**config.mk**
```make
export PLATFORM = sky130hd
export DESIGN_NAME = cook_controller
export DESIGN_NICKNAME = d
export VERILOG_FILES = /design/src/rtl/cook_controller.sv
export SDC_FILE = /design/constraint.sdc
export NUM_CORES = 1
export LEC_CHECK = 0
export ABC_AREA = 1
export BUFFER_PORTS_ARGS = -buffer_cell sky130_fd_sc_hd__clkbuf_2
export CORE_UTILIZATION = 54
export DETAILED_ROUTE_END_ITERATION = 16
export GPL_ROUTABILITY_DRIVEN = 0
export PLACE_DENSITY = 0.79
export SLEW_MARGIN = 5
export SYNTH_ARGS = -nofsm -noshare
export SYNTH_HDL_FRONTEND = slang
export SYNTH_SLANG_ARGS = --single-unit
```
**constraint.sdc**
```tcl
create_clock -name clock -period 1.7 [get_ports clock]
set_input_delay 0.17 -clock clock [delete_from_list [all_inputs] [get_ports clock]]
set_output_delay 0.17 -clock clock [all_outputs]
set_load 0.02 [all_outputs]
```
**src/rtl/cook_controller.sv**
```systemverilog
// Microwave oven cook sequencer.
// Collects keypad digits into an M:SS BCD time, runs the start/stop/clear
// buttons and the door interlock, counts the time down once per TICK_DIV
// clocks while cooking, and drives the magnetron enable and done flag.
module cook_controller #(
    parameter int TICK_DIV = 100
) (
    input  logic       clock,
    input  logic       resetn,
    input  logic [9:0] keypad,
    input  logic       startn,
    input  logic       stopn,
    input  logic       clearn,
    input  logic       door_closed,
    output logic [3:0] sec_ones,
    output logic [3:0] sec_tens,
    output logic [3:0] mins,
    output logic       mag_on,
    output logic       done,
    output logic [2:0] state_o
);

    localparam int             PW         = $clog2(TICK_DIV);
    localparam logic [PW-1:0]  PRESC_LAST = PW'(TICK_DIV - 1);

    typedef enum logic [2:0] {
        ST_IDLE  = 3'd0,
        ST_SET   = 3'd1,
        ST_COOK  = 3'd2,
        ST_PAUSE = 3'd3,
        ST_DONE  = 3'd4
    } state_t;

    state_t          state, next_state;
    logic [3:0]      ones_q, tens_q, mins_q;
    logic [3:0]      ones_d, tens_d, mins_d;
    logic [PW-1:0]   presc_q, presc_d;
    logic            key_q;
    logic            startn_q;

    logic            key_ev;
    logic            start_ev;
    logic [3:0]      key_digit;
    logic            tick;
    logic [3:0]      dec_ones, dec_tens, dec_mins;
    logic            dec_zero;
    logic            shift_zero;

    // Button edge detection: a held key or held start counts once.
    assign key_ev   = (|keypad) && !key_q;
    assign start_ev = !startn && startn_q;

    // One countdown tick on the last prescaler count while cooking.
    assign tick = (state == ST_COOK) && (presc_q == PRESC_LAST);

    // Lowest set keypad bit selects the digit when several keys are down.
    always_comb begin
        // NOTE: every combinational output gets a default first so no path
        // leaves it unassigned and a latch is never inferred.
        key_digit = 4'd0;
        for (int k = 9; k >= 0; k--) begin
            if (keypad[k]) key_digit = 4'(k);
        end
    end

    // Result of a left shift with the new digit; zero keeps the FSM in IDLE.
    assign shift_zero = (tens_q == 4'd0) && (ones_q == 4'd0) && (key_digit == 4'd0);

    // BCD decrement of M:SS; entered tens above 5 simply count down through.
    always_comb begin
        dec_ones = ones_q;
        dec_tens = tens_q;
        dec_mins = mins_q;
        if (ones_q != 4'd0) begin
            dec_ones = ones_q - 4'd1;
        end else begin
            dec_ones = 4'd9;
            if (tens_q != 4'd0) begin
                dec_tens = tens_q - 4'd1;
            end else begin
                dec_tens = 4'd5;
                dec_mins = mins_q - 4'd1;
            end
        end
    end

    // Decrementing 0:01 is the only way to land on 0:00.
    assign dec_zero = (mins_q == 4'd0) && (tens_q == 4'd0) && (ones_q == 4'd1);

    // Next state, next time digits and next prescaler, by event priority:
    // clear > door open > stop > start > key > tick.
    always_comb begin
        next_state = state;
        ones_d     = ones_q;
        tens_d     = tens_q;
        mins_d     = mins_q;
        presc_d    = '0;

        if (!clearn) begin
            next_state = ST_IDLE;
            ones_d     = 4'd0;
            tens_d     = 4'd0;
            mins_d     = 4'd0;
        end else begin
            case (state)
                ST_IDLE, ST_SET: begin
                    if (start_ev && door_closed && (state == ST_SET)) begin
                        next_state = ST_COOK;
                    end else if (key_ev) begin
                        mins_d     = tens_q;
                        tens_d     = ones_q;
                        ones_d     = key_digit;
                        next_state = shift_zero ? ST_IDLE : ST_SET;
                    end
                end

                ST_COOK: begin
                    if (!door_closed || !stopn) begin
                        next_state = ST_PAUSE;
                    end else if (tick) begin
                        ones_d = dec_ones;
                        tens_d = dec_tens;
                        mins_d = dec_mins;
                        if (dec_zero) next_state = ST_DONE;
                    end else begin
                        presc_d = presc_q + PW'(1);
                    end
                end

                ST_PAUSE: begin
                    if (start_ev && door_closed) next_state = ST_COOK;
                end

                ST_DONE: begin
                    if (!door_closed) next_state = ST_IDLE;
                end

                default: begin
                    next_state = ST_IDLE;
                end
            endcase
        end
    end

    // State register.
    always_ff @(posedge clock or negedge resetn) begin
        // NOTE: sequential state uses non-blocking assignments so every
        // register samples the pre-edge values, independent of statement order.
        if (!resetn) state <= ST_IDLE;
        else         state <= next_state;
    end

    // Time digits, prescaler and button history registers.
    always_ff @(posedge clock or negedge resetn) begin
        if (!resetn) begin
            ones_q   <= 4'd0;
            tens_q   <= 4'd0;
            mins_q   <= 4'd0;
            presc_q  <= '0;
            key_q    <= 1'b0;
            startn_q <= 1'b1;
        end else begin
            ones_q   <= ones_d;
            tens_q   <= tens_d;
            mins_q   <= mins_d;
            presc_q  <= presc_d;
            key_q    <= |keypad;
            startn_q <= startn;
        end
    end

    // Outputs decoded straight from the state register, so an async reset
    // removes magnetron power without waiting for a clock.
    assign mag_on   = (state == ST_COOK);
    assign done     = (state == ST_DONE);
    assign state_o  = state;
    assign sec_ones = ones_q;
    assign sec_tens = tens_q;
    assign mins     = mins_q;

    // The magnetron may only be on if the door was shut at the previous edge.
    door_interlock_a: assert property (
        @(posedge clock) disable iff (!resetn) mag_on |-> $past(door_closed)
    );

endmodule

```
Word level (Yosys, flattened, before mapping)
Cells that the tools add are included.
{"block": "totals", "rom_bits": 0, "latch_bits": 0, "inputBits": 16, "mem_count": 0, "wordCells": 103, "register_bits": 24, "mem_bits_rw": 0}
{"block": "classes", "add_sub_neg": 4, "shifts": 0, "mux": 47, "eq_ne": 18, "multipliers": 0, "reduce_logical": 27, "bitwise": 0, "n_lt_le_gt_ge": 0, "n_div": 0}
{"op": "2-to-1 mux 4 bit", "n": 30}
{"op": "2-to-1 mux 7 bit", "n": 4}
{"op": "2-to-1 mux 3 bit", "n": 8}
{"op": "case mux 4 bit (2 select lines)", "n": 3}
{"op": "!= test 3 bit, second input constant", "n": 7}
{"op": "zero test 4 bit", "n": 4}
{"op": "case mux 3 bit (4 select lines)", "n": 1}
{"op": "subtractor 4 x 1 -> 4 bit, second input constant", "n": 3}
{"op": "AND reduction 5 bit", "n": 2}
{"op": "OR reduction 10 bit", "n": 1}
{"op": "logical AND 1 bit", "n": 9}
{"op": "!= test 4 x 2 -> 1 bit, second input constant", "n": 2}
{"op": "nonzero test 4 bit", "n": 2}
{"op": "adder 7 x 1 -> 7 bit, second input constant", "n": 1}
{"op": "== test 7 bit, second input constant", "n": 1}
{"op": "AND reduction 7 bit", "n": 1}
{"op": "== test 3 x 2 -> 1 bit, second input constant", "n": 2}
{"op": "AND reduction 6 bit", "n": 1}
{"op": "== test 4 x 1 -> 1 bit, second input constant", "n": 1}
{"op": "zero test 1 bit", "n": 4}
{"op": "!= test 4 bit, second input constant", "n": 1}
{"op": "== test 3 x 1 -> 1 bit, second input constant", "n": 1}
{"op": "== test 3 bit, second input constant", "n": 1}
{"op": "zero test 3 bit", "n": 1}
{"op": "5 further kinds", "n": 5}

Longest topological paths before layout
{"block": "logic_depth", "depth_word": 17, "mapped_depth": 15, "depth_no_buf": 15}

Worst setup path after synthesis
OpenSTA, ideal clock, no wires.
{"block": "synth_path", "path_kind": "register to register", "startpoint": "register state[2] (netlist: state_o[2])", "endpoint": "register state[0] (netlist: state_o[0])", "t_arrival_ns": 1.690, "setup_time_ns": 0.117, "synth_period_minus_slack_ns": 1.807, "path_slack_ns": -0.107, "stages_incl_launch_ff": 9, "cell_sequence": "dfrtp_1 inv_1 nor3_1 nand3_1 nand3_1 nand3b_4 nor2_1 nand2_1 nand2_1"}
{"block": "synth_between", "word_cells_on_any_way": 17, "classes_between": "9 x eq/ne; 3 x mux; 5 x reduce/logical"}
{"element": "from (decl)", "line": "34", "rtl": "state_t state, next_state;"}
{"element": "from (signal assigned)", "line": "150", "rtl": "else state <= next_state;"}
{"element": "== test 3 bit *"}
{"element": "via done", "line": "19", "rtl": "output logic done,"}
{"element": "!= test 3 bit (no line) or case mux 3 bit (4 select lines) (tied branches)"}
{"element": "AND reduction 5 bit (no line) or 2-to-1 mux 3 bit (tied branches)"}
The timed path passes the listed nets; every way through them passes the cells marked *.
A chain may end at the register's enable or synchronous reset.

Worst setup path in the final report
{"block": "layout_path", "startpoint": "register state[2] (netlist: state_o[2])", "endpoint": "register mins_q[3] (netlist: mins[3])"}
{"block": "layout_between", "elab_chain_len": 4, "word_cells_on_any_way": 16, "classes_between": "9 x eq/ne; 2 x mux; 5 x reduce/logical"}
{"element": "== test 3 x 1 -> 1 bit, or another cell as far along", "line": "105, 107"}
{"element": "OR reduction 2 bit, or another cell as far along", "line": "105", "rtl": "case (state)"}
{"element": "!= test 3 bit (no line), or another cell as far along"}
{"element": "AND reduction 7 bit (no line) or 2-to-1 mux 4 bit (tied branches)"}
{"element": "to (signal assigned)", "line": "165", "rtl": "mins_q <= mins_d;"}
{"element": "to (decl)", "line": "35", "rtl": "logic [3:0] ones_q, tens_q, mins_q;"}
Several ways; a longest one is shown, not always the timed one.

==> results.py <==
metrics = {
    "clocking": {
        "path_clk_slew_ns": 0.14,
        "cts_buffer_depth": 2,
        "clkSinkCount": 24,
        "cts_root_buf": "clkbuf_4",
        "cts_tree": "done",
        "h-tree-depth": 1,
        "cts_buffers": 3,
        "clk_latency_ns": 0.32,
    },
    "timing": {
        "finalCriticalPeriod_ns": 1.64,
        "tns_ns": 0,
        "fin_hold_ws_ns": 0.0854,
        "max_clock_freq_mhz": 610,
        "hold_viol_final": 0,
        "rsz0062_at_grt": "true",
        "min_period_over_period_pct": 96.5,
        "clock_skew_ns": 0.00356,
        "maxSlewHeadroom_pct": 60.2,
        "worst_pin_slew_ns": 0.598,
        "slew_violations": 0,
        "finalSetupViolCount": 0,
    },
    "route": {
        "wire_per_inst_um": 12.6,
        "routed_wl_mm": 3.81,
        "route.detailed.drc": 0,
        "viasPerCell": 5.31,
        "vias": 1603,
        "drt_iter0_drc": 77,
        "drtAntennaViolNets": 0,
        "firstDrtPassIters": 4,
    },
    "pwr": {
        "p_int_mw": 1.01,
        "combPwrFrac_pct": 38.3,
        "clkPwrFrac_pct": 19.3,
        "peakVddDrop_uv": 599,
        "power_mw": 1.63,
        "switching_share_pct": 38.3,
        "pwr-share-seq_pct": 42.4,
        "p_leak_nw": 1.02,
        "switching_power_uw": 626,
        "power_density_nw_per_um2": 827,
    },
    "global_routing": {
        "grt_pass1_wl_mm": 6.31,
        "use_met2_pct": 46.6,
        "busiest_layer": "met2",
        "use_met1_pct": 30.5,
        "grt.total_usage_pct": 25.1,
        "grt_start_max_net_pins": 25,
        "grt_overflow": 0,
        "grt_pass1_vias": 1547,
        "antenna_found_initial": 0,
        "grt_use_met3_pct": 2.56,
    },
    "cells_and_area": {
        "layout_commonest_cell": "nand2_1",
        "layout.nets": 290,
        "drive_above_1_share_pct": 30.6,
        "fillers": 240,
        "syn_to_final_growth_pct": 25.8,
        "antenna_cells": 0,
        "fin_cells": 302,
        "final_cell_mix": "49 x nand2_1, 32 x inv_1, 32 x clkbuf_2",
    },
    "critical_path": {
        "cp.buffers_inverters": 3,
        "worstPathCellList": "nor3_4 > inv_2 > nand2_1 > inv_2 > nand2_2 > nand3_4 > buf_4 > o21ai_1 > nand2_1",
        "crit_fanout": 7,
        "crit_path_end_kind": "flip-flop",
        "cp-start-kind": "flip-flop",
        "critPathKind": "reg -> reg",
        "cp_data_required_time_ns": 1.93,
        "startpoint": "state_o[2]$_DFFE_PN0P_",
        "cp.arrival_ns": 1.87,
        "rr_startpoint": "state_o[2]$_DFFE_PN0P_",
        "max_stage_delay_ns": 0.43,
        "cp_slowest_cell": "dfrtp_1",
        "critical_path.top_delay_family": "simple AND/OR/NAND/NOR gates",
    },
    "status": {
        "run_status": "finished clean",
    },
    "yosys": {
        "synth_top_area_share_pct": 36.7,
        "synth_area_um2": 1570,
        "synth_largest_area_cell": "dfrtp_1",
        "async_reset_ff_share_pct": 100,
        "syn_inst": 219,
        "synth-main-ff-cell": "dfrtp_1",
        "syn_nets": 237,
        "yosysWarnings": 0,
        "yosysUniqueCellTypes": 32,
        "synth_edf_count": 0,
        "syn_avg_cell_area_um2": 7.17,
        "synth.area.top_cells": "dfrtp_1 37%, nand2_1 12%, inv_1 8.1%, nor2_1 5.5%, nand3_1 4.5%",
        "seq_area_frac_synth_pct": 38.3,
        "synth.ff_latch_count": 24,
    },
    "placed_design": {
        "dp_hpwl_mm": 2.78,
        "place_inst": 287,
        "io_buffers": 32,
    },
    "floorplan": {
        "ios": 33,
        "die_x_um": 55.9,
        "dieArea_um2": 3130,
        "fp-row-count": 19,
        "start_util_pct": 56.9,
        "core_area_um2": 2760,
        "die_y_um": 55.9,
    },
    "worst_hold_path": {
        "min_from": "keypad[8]",
        "hp-class": "in -> reg",
    },
    "flow_run": {
        "maxCapViolCount": 0,
    },
}
-- sequential cells by signal (all words and copies together) (netlist names) --
name and cells:
startn_q 1, mins 4, key_q 1, presc_q 7, state_o 3, sec_tens 4, sec_ones 4
-- power groups by stage --
stage,registers (mW),logic [mW],clock network (mW)
after floorplan,0.772,0.301,0
after detailed placement,0.700,0.565,0
after global placement,0.699,0.559,0
after CTS,0.691,0.573,0.312
final,0.693,0.627,0.315
after global routing,0.700,0.691,0.332
-- Yosys cell counts (2+ instances only) --
library cell  count
o22ai_1           8
dfrtp_1          23
nand2_2           3
nand2_1          49
nor3_1            9
a21oi_1           7
nor2_1           23
inv_2             3
o21ai_1           4
a21boi_0          2
ha_1              2
inv_1            34
xor2_1            2
xnor2_1           2
buf_2             2
nor2_2            3
nand4_1           2
o21ai_0          13
nand3b_1          2
nand3_1          14
-- per-layer routing --
metal / up-vias / wire length (um)
met1: 752 / 1620
met3: 7 / 117
li1: 804 / -
met4: 0 / 44
met5: - / 0
met2: 40 / 2030
-- cells by family after synthesis --
kind of cell / share of synthesized area, %
simple gates: 33.9
xor+xnor: 2.23
fa+ha+maj: 1.59
buf+inv: 10.4
compound gates: 13.5
flops: 38.3
-- layout make-up --
class / instances / area (um^2) / area share (%)
Multi-Input combinational cell: 154 / 843 / 42.7
Sequential cell: 24 / 603 / 30.5
Timing Repair Buffer: 52 / 315 / 16.0
Inverter: 37 / 139 / 7.03
Tap cell: 31 / 38.8 / 1.96
Clock buffer: 4 / 36.3 / 1.84
-- worst register-to-register path, delay by kind of cell, from the launching register on --
kind / cells / cell delay, ns
DFF: 1 / 0.43
and+or+nand+nor: 5 / 0.68
AOI/OAI and AO/OA: 1 / 0.15
buffers and inverters: 3 / 0.29
-- metrics by stage --
step | setup WS, ns | cell area, um^2 | util (%)
2_1_floorplan | 0.0145 | 1580 | -
3_3_place_gp | 0.0656 | 1820 | 65.9
3_5_place_dp | 0.0143 | 1820 | 65.9
4_1_cts | 0.0242 | 1880 | 68.1
5_1_grt | -0.0316 | 1980 | 71.6
6_report | 0.0601 | 1980 | 71.6
-- path summary, 6_finish.rpt --
path,endpoint,slack [ns],cells past startpoint
worst max-delay path,mins[3]$_DFFE_PN0P_,0.06,9
worst min-delay path,key_q$_DFF_PN0_,0.09,3
worst max register to register,mins[3]$_DFFE_PN0P_,0.06,9
worst min register to register,presc_q[0]$_DFF_PN0_,0.47,1
max in group asynchronous,state_o[1]$_DFFE_PN0P_,0.92,2
min in group asynchronous,presc_q[5]$_DFF_PN0_,0.36,2
-- repair_timing --
| action | in CTS | in global routing |
|---|---|---|
| pin swaps | 0 | 9 |
| endpoints found under the hold margin | 24 | 0 |
| resized for setup | 1 | 11 |
| setup buffers | 0 | 9 |
| hold buffers | 2 | 0 |
| setup endpoints to repair | 2 | 11 |
Power figures use the tool's default switching activity.
